$ cat config.mk
export PLATFORM = sky130hd
export DESIGN_NAME = riscv_lsu
export DESIGN_NICKNAME = d
export VERILOG_FILES = /design/src/rtl/riscv_pkg.sv /design/src/rtl/riscv_lsu_align.sv /design/src/rtl/riscv_lsu.sv
export SDC_FILE = /design/constraint.sdc
export NUM_CORES = 1
export LEC_CHECK = 0
export ABC_AREA = 1
export CORE_UTILIZATION = 50
export CTS_CLUSTER_DIAMETER = 200
export DETAILED_ROUTE_END_ITERATION = 6
export MAX_ROUTING_LAYER = met4
export PLACE_DENSITY_LB_ADDON = 0.1
export RECOVER_POWER = 100
export SLEW_MARGIN = 20
export SYNTH_ARGS = -nofsm -noshare
export SYNTH_HDL_FRONTEND = slang
export SYNTH_SLANG_ARGS = --single-unit
$ cat constraint.sdc
create_clock -name clk_i -period 6.4 [get_ports clk_i]
set_input_delay 1.28 -clock clk_i [delete_from_list [all_inputs] [get_ports clk_i]]
set_output_delay 1.28 -clock clk_i [all_outputs]
set_load 0.01 [all_outputs]
$ cat src/rtl/riscv_pkg.sv
// Shared load/store encodings, LSU state and fault codes, and request legality check.
// Latency: n/a (package). Backpressure: n/a.
// Consumers: decoder (LDST_*), riscv_lsu and lsu_align.
package riscv_pkg;

    localparam logic [2:0] LDST_B  = 3'b000;
    localparam logic [2:0] LDST_H  = 3'b001;
    localparam logic [2:0] LDST_W  = 3'b010;
    localparam logic [2:0] LDST_BU = 3'b100;
    localparam logic [2:0] LDST_HU = 3'b101;

    typedef enum logic [1:0] {
        LSU_IDLE,
        LSU_BUSY,
        LSU_RESP
    } lsu_state_t;

    localparam logic [1:0] LSU_FAULT_NONE     = 2'b00;
    localparam logic [1:0] LSU_FAULT_MISALIGN = 2'b01;
    localparam logic [1:0] LSU_FAULT_TIMEOUT  = 2'b10;
    localparam logic [1:0] LSU_FAULT_BADSIZE  = 2'b11;

    // Context the response path needs to extract load data.
    typedef struct packed {
        logic [2:0] size;
        logic [1:0] addr_lo;
    } lsu_ctx_t;

    // Bad size outranks misalignment; unsigned sizes only make sense for loads.
    function automatic logic [1:0] lsu_check(input logic we, input logic [2:0] size,
                                             input logic [1:0] addr_lo);
        logic [1:0] code;
        code = LSU_FAULT_NONE;
        case (size)
            LDST_B:          code = LSU_FAULT_NONE;
            LDST_H:          code = addr_lo[0] ? LSU_FAULT_MISALIGN : LSU_FAULT_NONE;
            LDST_W:          code = (addr_lo != 2'b00) ? LSU_FAULT_MISALIGN : LSU_FAULT_NONE;
            LDST_BU:         code = we ? LSU_FAULT_BADSIZE : LSU_FAULT_NONE;
            LDST_HU:         code = we ? LSU_FAULT_BADSIZE
                                   : (addr_lo[0] ? LSU_FAULT_MISALIGN : LSU_FAULT_NONE);
            default:         code = LSU_FAULT_BADSIZE;
        endcase
        return code;
    endfunction

endpackage

$ cat src/rtl/riscv_lsu_align.sv
// Byte-lane helper: byte enables, store replication, load extract with sign/zero extension.
// Latency: purely combinational, zero cycles.
// Backpressure: none; outputs follow inputs.
module lsu_align
    import riscv_pkg::*;
(
    input  logic [2:0]  size,
    input  logic [1:0]  addr_lo,
    input  logic [31:0] wd,
    input  logic [31:0] rd_word,
    output logic [3:0]  be,
    output logic [31:0] wd_rep,
    output logic [31:0] rd_ext
);

    logic [31:0] byte_sh;
    logic [31:0] half_sh;

    always_comb begin
        byte_sh = rd_word >> {addr_lo, 3'b000};
        half_sh = rd_word >> {addr_lo[1], 4'b0000};
        be      = 4'b0000;
        wd_rep  = 32'h0;
        rd_ext  = 32'h0;
        case (size)
            LDST_B, LDST_BU: begin
                be     = 4'b0001 << addr_lo;
                wd_rep = {4{wd[7:0]}};
                rd_ext = (size == LDST_B) ? {{24{byte_sh[7]}}, byte_sh[7:0]}
                                          : {24'h0, byte_sh[7:0]};
            end
            LDST_H, LDST_HU: begin
                be     = addr_lo[1] ? 4'b1100 : 4'b0011;
                wd_rep = {2{wd[15:0]}};
                rd_ext = (size == LDST_H) ? {{16{half_sh[15]}}, half_sh[15:0]}
                                          : {16'h0, half_sh[15:0]};
            end
            LDST_W: begin
                be     = 4'b1111;
                wd_rep = wd;
                rd_ext = rd_word;
            end
            default: begin
                be     = 4'b0000;
            end
        endcase
    end

endmodule

$ cat src/rtl/riscv_lsu.sv
// Load/store unit between core datapath and data memory; checks, aligns and extends accesses.
// Latency: mem_req_o one cycle after core_req_i; response one cycle after mem_ready_i (min stall 2).
// Backpressure: core stalled until RESP; mem_req_o held until mem_ready_i or timeout.
module riscv_lsu
    import riscv_pkg::*;
#(
    parameter int TIMEOUT_CYCLES = 16
) (
    input  logic        clk_i,
    input  logic        rst_i,
    input  logic        core_req_i,
    input  logic        core_we_i,
    input  logic [2:0]  core_size_i,
    input  logic [31:0] core_addr_i,
    input  logic [31:0] core_wd_i,
    output logic [31:0] core_rd_o,
    output logic        core_stall_o,
    output logic        fault_o,
    output logic [1:0]  fault_code_o,
    output logic        mem_req_o,
    output logic        mem_we_o,
    output logic [3:0]  mem_be_o,
    output logic [31:0] mem_addr_o,
    output logic [31:0] mem_wd_o,
    input  logic [31:0] mem_rd_i,
    input  logic        mem_ready_i
);

    localparam int CW = (TIMEOUT_CYCLES > 0) ? $clog2(TIMEOUT_CYCLES + 1) : 1;

    lsu_state_t  state, state_nxt;
    logic [CW-1:0] cnt;
    logic [1:0]  fault_r;
    logic [31:0] rd_r;
    lsu_ctx_t    ctx_r;
    logic [1:0]  check_code;
    logic        timeout_hit;
    logic [3:0]  req_be;
    logic [31:0] req_wd;
    logic [31:0] resp_rd;
    logic [31:0] req_rd_unused;
    logic [3:0]  resp_be_unused;
    logic [31:0] resp_wd_unused;

    lsu_align u_req_align (
        .size    (core_size_i),
        .addr_lo (core_addr_i[1:0]),
        .wd      (core_wd_i),
        .rd_word (mem_rd_i),
        .be      (req_be),
        .wd_rep  (req_wd),
        .rd_ext  (req_rd_unused)
    );

    lsu_align u_resp_align (
        .size    (ctx_r.size),
        .addr_lo (ctx_r.addr_lo),
        .wd      (mem_wd_o),
        .rd_word (mem_rd_i),
        .be      (resp_be_unused),
        .wd_rep  (resp_wd_unused),
        .rd_ext  (resp_rd)
    );

    assign check_code  = lsu_check(core_we_i, core_size_i, core_addr_i[1:0]);
    // Fires on the last permitted BUSY cycle; mem_ready_i in that cycle still wins.
    assign timeout_hit = (TIMEOUT_CYCLES != 0) && (cnt == CW'(TIMEOUT_CYCLES - 1));

    always_comb begin
        state_nxt = state;
        case (state)
            LSU_IDLE: if (core_req_i) state_nxt = (check_code != LSU_FAULT_NONE) ? LSU_RESP : LSU_BUSY;
            LSU_BUSY: if (mem_ready_i || timeout_hit) state_nxt = LSU_RESP;
            LSU_RESP: state_nxt = LSU_IDLE;
            default:  state_nxt = LSU_IDLE;
        endcase
    end

    always_ff @(posedge clk_i or posedge rst_i) begin
        if (rst_i) begin
            state      <= LSU_IDLE;
            cnt        <= '0;
            fault_r    <= LSU_FAULT_NONE;
            rd_r       <= 32'h0;
            ctx_r      <= '0;
            mem_we_o   <= 1'b0;
            mem_be_o   <= 4'b0000;
            mem_addr_o <= 32'h0;
            mem_wd_o   <= 32'h0;
        end else begin
            state <= state_nxt;
            case (state)
                LSU_IDLE: begin
                    cnt <= '0;
                    if (core_req_i) begin
                        fault_r <= check_code;
                        rd_r    <= 32'h0;
                        if (check_code == LSU_FAULT_NONE) begin
                            mem_we_o   <= core_we_i;
                            mem_be_o   <= req_be;
                            mem_addr_o <= {core_addr_i[31:2], 2'b00};
                            mem_wd_o   <= req_wd;
                            ctx_r      <= '{size: core_size_i, addr_lo: core_addr_i[1:0]};
                        end
                    end
                end
                LSU_BUSY: begin
                    if (mem_ready_i) begin
                        rd_r <= mem_we_o ? 32'h0 : resp_rd;
                    end else if (timeout_hit) begin
                        fault_r <= LSU_FAULT_TIMEOUT;
                        rd_r    <= 32'h0;
                    end else if (TIMEOUT_CYCLES != 0) begin
                        cnt <= cnt + CW'(1);
                    end
                end
                default: cnt <= '0;
            endcase
        end
    end

    // Reset gates stall so a core still holding req is released immediately.
    assign core_stall_o = core_req_i & (state != LSU_RESP) & ~rst_i;
    assign mem_req_o    = (state == LSU_BUSY);
    assign fault_o      = (state == LSU_RESP) && (fault_r != LSU_FAULT_NONE);
    assign fault_code_o = (state == LSU_RESP) ? fault_r : LSU_FAULT_NONE;
    assign core_rd_o    = rd_r;

endmodule
==> summary.md, run 1 <==
| Metric | Value |
|---|---|
| Outcome | `complete, but fails checks` |
| Failing checks | `capacitance limit, slew limit` |
| Netlist Area Pre-Place | `0.00609 sq mm` |
| Die W | `roughly 110 um` |
| Min-delay worst type | `register to register` |
| Synth warn | `0` |
| First-pass DRT Iterations | `5` |
| Register area share after synthesis | `0.464` |
| DRC violation count after routing | `0` |
| Max_slew headroom | `-0.535` |
| Initial antenna violation count | `0` |
| Inserted Diodes | `0` |
| GP Congestion | `~0.94` |
| Yosys reg bits | `approximately 110` |
| Post-DRT Antenna Nets | `0` |
| CTS Buffer Depth | `2` |
| # resized after CTS | `0` |
| Syn Inst Count | `878` |
| Clock skew | `roughly 0.0054 ns` |
| First-pass GRT wire length | `29.0 mm` |
| Worst hold slack | `0.460 ns` |
| Final TNS setup | `0 ns` |
| Initial core utilization | `0.522` |
| Setup WS pre-CTS | `2.22 ns` |
| Worst path required time | `between 6 and 7 ns` |
| Layout cells sized above 1 | `0.0446` |
| Clock Pin Slew Worst Setup and Hold Paths | `0.05 ns` |
| Reg power frac | `0.341` |
| MaxCap Viol Count | `1` |
| Fin area | `between 0.008 and 0.009 sq mm` |
| Switching Fraction | `0.360` |
| Worst setup SP type | `input port` |
| WL/cell | `around 14 um` |
| Count leader, synth | `nand2_1` |
| Clock share of power | `0.292` |
| Max Slew Vio Count | `37` |
| Average size of a mapped cell | `a little under 7 sq um` |
| Max VDD drop | `~0.23 mV` |
| Root Buffer | `clkbuf_16` |
| Met3 routed WL | `around 1.3 mm` |
| Hold Buf Count CTS | `0` |
| Global Route Usage Sum | `0.300` |
| Vias | `roughly 6300` |
| Gate power share | `0.368` |
| DP Area | `between 0.008 and 0.009 sq mm` |
| Postcts setup bufs | `0` |
| H-Tree Depth | `4` |
| CP Max Fanout | `39` |
| Die height | `~110 um` |
| GR Overflow Total | `0` |
| Pin count of the biggest net entering global routing | `75` |
| Max Freq | `205 MHz` |
| Synth top area cells | `dfrtp_1, nand2_1, nand3_1` |
| Buffers on Ports | `207` |
| Die ar. | `approximately 0.013 sq mm` |
| Post-synth ARST share | `1.00` |
| Num CTS Buffers | `17` |
| Max incr delay on CP | `approximately 1.7 ns` |
| CTS Sinks | `between 100 and 150` |
| Top-level I/O count | `210` |
| Tmin final | `4.87 ns` |
| Area Growth Syn to Fin | `43.3%` |
| Rows | `39` |
| Main synth FF type | `dfrtp_1` |
| Power density over the cells | `approximately 370 mW/mm^2` |
| Core Box Area | `~0.012 sq mm` |
| Vias in the first global route | `5984` |
| # setup viols final | `0` |
| Leakage power | `4.88 nW` |
| CP Data Arrival Time | `roughly 5.2 ns` |
| Non-filler cells, final | `~1200` |
| Final Power | `between 3 and 4 mW` |
| Final period utilization | `0.761` |
| Vias per std cell | `approximately 5.2` |
| Final worst setup slack | `approximately 1.5 ns` |
| DR iter-0 viols | `between 400 and 500` |
| Final Hold Fails | `0` |
| Net load switching power | `~1.1 mW` |
| Yosys cell types | `31` |
| Synth area leader | `dfrtp_1` |
| Int Power | `between 2 and 2.5 mW` |
| Post-DP HPWL | `between 10 and 15 mm` |
| Clock latency at the later pin of the worst-skew pair | `about 0.4 ns` |
| Fill cells | `roughly 930` |
| Met1 WL | `7.28 mm` |
| Util after Layout | `0.748` |
| Slowest-stage cell, CP | `nor2_1` |
| Area of the multi-input gates | `0.00277 sq mm` |
| Worst Setup Path Type | `input port to register` |
| Total Nets Final | `1169` |
| Uppermost layer routed | `met4` |
| Commonest cells in the netlist | `nand2_1, dfrtp_1, nand3_1, inv_1, nand4_1` |
| CTS tree | `done` |
| RSZ-0062 raised after global routing | `no` |
| Sequential Area | `roughly 0.0028 sq mm` |
| Worst-Margin Slew | `roughly 2.3 ns` |
| Placed Cells incl. Taps | `1187` |
| CP Cell Sequence | `dlygate4sd3_1, nor2_1, nand3_1, nand2_1, nor2_1, buf_4, nand3_1, nand2_1` |
| Post-synth EDFFs | `0` |
| Met2 routed WL | `about 8.6 mm` |
| CP endpoint kind | `register` |
| Area share of the largest cell type after synthesis | `0.464` |
| Final wirelength | `17.6 mm` |
==> power by group through the flow <==
stage	Clock, mW	Sequential (mW)	Combinational [mW]
6_report	0.932	1.09	1.17
5_1_grt	0.978	1.12	1.31
4_1_cts	0.940	1.09	1.25
3_5_place_dp	0	1.10	1.24
3_3_place_gp	0	1.10	1.22
2_1_floorplan	0	1.14	0.596
==> layout make-up <==
type / count / share of cell area
sequential: 113 / 0.324
multi-input combinational: 652 / 0.318
timing repair buffer: 213 / 0.243
clock buffer: 20 / 0.0500
inverter: 66 / 0.0285
tap: 143 / 0.0205
clock inverter: 12 / 0.0162
==> critical path: cells and delay by family <==
family | cells | cell delay, ns
buf+inv | 2 | 1.43
simple gates | 6 | 2.48
==> kinds of logic after synthesis <==
logic type | synth area share
buf+inv | 0.0828
xor+xnor | 0.00144
flops | 0.464
simple gates | 0.426
fa+ha+maj | 0.00411
compound gates | 0.0210
other cells | 0.000616
==> final timing paths <==
check                                    start            end  slack, ns  depth (start not counted)
worst max register to register          cnt[0]  core_rd_o[23]       3.43                         10
min in group asynchronous                rst_i   core_rd_o[6]       1.73                          3
max in group asynchronous                rst_i   mem_wd_o[19]       3.51                          4
worst min-delay path               mem_wd_o[6]    mem_wd_o[6]       0.46                          2
worst max-delay path            core_size_i[1]  mem_addr_o[7]       1.53                          8
worst min register to register     mem_wd_o[6]    mem_wd_o[6]       0.46                          2
==> layout by cell type, fill, tap and decap left out, types with 2 or more instances in the layout <==
master,n
nor3_1,5
nor2_4,3
clkinv_1,3
dfrtp_1,113
dlygate4sd3_1,107
clkdlybuf4s50_1,100
clkbuf_1,4
nor2_1,15
clkbuf_16,17
o211ai_1,4
inv_2,4
nand3_1,89
ha_1,2
nand4_1,27
a21oi_1,5
inv_1,58
o21ai_0,5
nand2_1,485
clkinv_2,7
buf_4,4
bufinv_16,3
conb_1,2
==> routing by layer <==
metal / GRT usage / up-vias
met5: - / -
met4: 0.111 / 0
met3: 0.0832 / 31
met2: 0.485 / 249
met1: 0.359 / 2963
li1: - / 3101
==> sequential cells by signal (all words and copies together) (netlist names) <==
name,flops
mem_wd_o,32
mem_be_o,4
state,2
mem_addr_o,30
ctx_r,5
core_rd_o,32
cnt,5
fault_r,2
mem_we_o,1
(Power assumes the default switching activity.)
==> run 2, diff against run 1 <==
Settings changed: CORE_UTILIZATION 50 to 46.
Clock period 6.4 ns to 4.8 ns, I/O delays scaled along.
==> run 2 against run 1 <==
- the run still ends with capacitance limit, slew limit left
- via count is 2.0% lower
- clock-buffer cell count is 2 higher
- hold slack improved by 0.00078 ns
- final cell count rose by 2.4%
- highest routed layer unchanged
- clock power rose by 45%
- total power up 36%
==> summary.md, run 2 (synthesized netlist as in run 1, its figures left out) <==
| Metric | Value |
|---|---|
| Initial antenna violation count | `0 (unchanged)` |
| Core Box Area | `0.0128 sq mm (was 0.0117 sq mm)` |
| Max Slew Vio Count | `223 (was 37)` |
| Vias per std cell | `4.98 (was 5.20)` |
| Die ar. | `0.0137 sq mm (was 0.0126 sq mm)` |
| Post-DP HPWL | `11.8 mm (was 11.9 mm)` |
| CTS Sinks | `113 (unchanged)` |
| Leakage power | `4.90 nW (was 4.88 nW)` |
| Layout cells sized above 1 | `0.0437 (was 0.0446)` |
| Top-level I/O count | `210 (unchanged)` |
| Final period utilization | `0.769` |
| Clock skew | `0.00637 ns (was 0.00536 ns)` |
| Post-DRT Antenna Nets | `0 (unchanged)` |
| # setup viols final | `0 (unchanged)` |
| Global Route Usage Sum | `0.276 (was 0.300)` |
| CTS tree | `done (unchanged)` |
| Vias | `6220 (was 6344)` |
| First-pass DRT Iterations | `6 (was 5)` |
| Total Nets Final | `1169 (unchanged)` |
| FF-to-FF path depth | `10 (unchanged)` |
| Num CTS Buffers | `17 (unchanged)` |
| Initial core utilization | `0.477 (was 0.522)` |
| CP Launch Point | `core_size_i[1] (unchanged)` |
| First-pass GRT wire length | `27.8 mm (was 29.0 mm)` |
| Root Buffer | `clkbuf_16 (unchanged)` |
| DRC violation count after routing | `0 (unchanged)` |
| FF-to-FF setup slack | `1.79 ns (was 3.43 ns)` |
| Clock Pin Slew Worst Setup and Hold Paths | `0.05 ns (about the same)` |
| Failing checks | `capacitance limit, slew limit (unchanged)` |
| Util after Layout | `0.688 (was 0.748)` |
| CTS Buffer Depth | `2 (unchanged)` |
| H-Tree Depth | `4 (unchanged)` |
| RSZ-0062 raised after global routing | `no (unchanged)` |
| Hold wc startpoint | `mem_addr_o[20] (was mem_wd_o[6])` |
| Fill cells | `1078 (was 929)` |
| Postcts setup bufs | `0 (unchanged)` |
| # resized after CTS | `0 (unchanged)` |
| Commonest non-fill, non-tap cell in the layout | `nand2_1 (unchanged)` |
| CP Data Arrival Time | `4.03 ns (was 5.21 ns)` |
| Max Freq | `271 MHz` |
| Final TNS setup | `0 ns (unchanged)` |
| Vias in the first global route | `5721 (was 5984)` |
| Rows | `41 (was 39)` |
| Clock latency at the later pin of the worst-skew pair | `0.42 ns (was 0.40 ns)` |
| Hold Buf Count CTS | `0 (unchanged)` |
| Power density over the cells | `495 mW/mm^2 (was 366 mW/mm^2)` |
| Worst path required time | `5.15 ns (was 6.74 ns)` |
| Max_slew headroom | `-0.249 (was -0.535)` |
| CP endpoint kind | `register (unchanged)` |
| GP Congestion | `0.873 (was 0.940)` |
| Most frequent cells in the layout | `nand2_1, dfrtp_1, dlygate4sd3_1 (unchanged)` |
| GR Overflow Total | `0 (unchanged)` |
| Max VDD drop | `0.302 mV (was 0.232 mV)` |
| Area Growth Syn to Fin | `44.2% (was 43.3%)` |
| DR iter-0 viols | `603 (was 466)` |
| Worst Setup EP | `mem_wd_o[4] (was mem_addr_o[7])` |
| R2r endpoint | `core_rd_o[30] (was core_rd_o[23])` |
| Final Hold Fails | `0 (unchanged)` |
| WL/cell | `14.1 um (was 14.4 um)` |
| CP Max Fanout | `46 (was 39)` |
| Die height | `117 um (was 112 um)` |
| MaxCap Viol Count | `3 (was 1)` |
| Min-delay worst type | `register to register (unchanged)` |
| Reg2reg start | `cnt[0] (unchanged)` |
| Worst setup SP type | `input port (unchanged)` |
| Tmin final | `approximately 3.7 ns` |
| Pin count of the biggest net entering global routing | `75 (unchanged)` |
| Final wirelength | `17.6 mm (about the same)` |
| Worst Setup Path Type | `input port to register (unchanged)` |
| Outcome | `complete, but fails checks (unchanged)` |
| Worst-Margin Slew | `1.87 ns (was 2.29 ns)` |
| Buffers on Ports | `207 (unchanged)` |
| Die W | `117 um (was 112 um)` |
| Final Power | `4.35 mW (was 3.19 mW)` |
| Inserted Diodes | `0 (unchanged)` |
==> run 2: changes by cell type in the layout (fill, tap and decap cells not counted), sizes merged <==
cell    before  now
clkbuf      21   26
buf          5    2
clkinv      11    9
bufinv       3    4
inv         62   61
==> run 2: layout make-up <==
cell class,instances,area [sq um],share of cell area
sequential,113,2830,0.322
multi-input combinational,652,2760,0.314
timing repair buffer,213,2110,0.240
clock buffer,22,474,0.0540
inverter,66,249,0.0283
tap,172,215,0.0245
clock inverter,10,156,0.0178
==> run 2: critical path, stage by stage <==
cell and delay [ns]:
dlygate4sd3_1 0.83, nor2_1 0.33, nand3_1 0.14, nand2_1 0.09, nor2_4 0.49, clkbuf_2 0.84, nand3_1 0.19, nand2_1 0.13
==> run 2: metal layers <==
layer	vias up	share of wire	wire length, um	global-route usage
li1	3109	-	-	-
met1	2827	0.42	7410	0.348
met2	246	0.47	8300	0.418
met3	38	0.077	1360	0.0716
met4	0	0.030	523	0.122
met5	-	0	0	-
==> run 2: through the flow <==
stage | setup slack, ns | hold slack (ns) | instance area (sq um) | instances
after global placement | 1.29 | 0.453 | 8180 | 1216
after global routing | 0.810 | 0.477 | 8780 | 1248
after floorplan | 0.159 | 0.453 | 6090 | 879
final | 1.11 | 0.461 | 8780 | 1248
after CTS | 1.62 | 0.471 | 8810 | 1248
after detailed placement | 1.17 | 0.457 | 8180 | 1216
==> run 2: report_power, final <==
part           internal (mW)  leakage, nW  total (mW)  switching [mW]
logic                  0.681         3.11        1.56           0.875
registers               1.23         1.48        1.44           0.209
clock network          0.906        0.310        1.35           0.440
total                   2.82         4.90        4.34            1.52
==> run 2: worst min-delay path by stage <==
stage          slack, ns              to  depth (start not counted)
2_1_floorplan       0.45      fault_r[0]                          2
3_3_place_gp        0.45    core_rd_o[6]                          2
3_5_place_dp        0.46  mem_addr_o[20]                          2
4_1_cts             0.47    core_rd_o[4]                          2
5_1_grt             0.48     mem_be_o[3]                          2
6_report            0.46  mem_addr_o[20]                          2
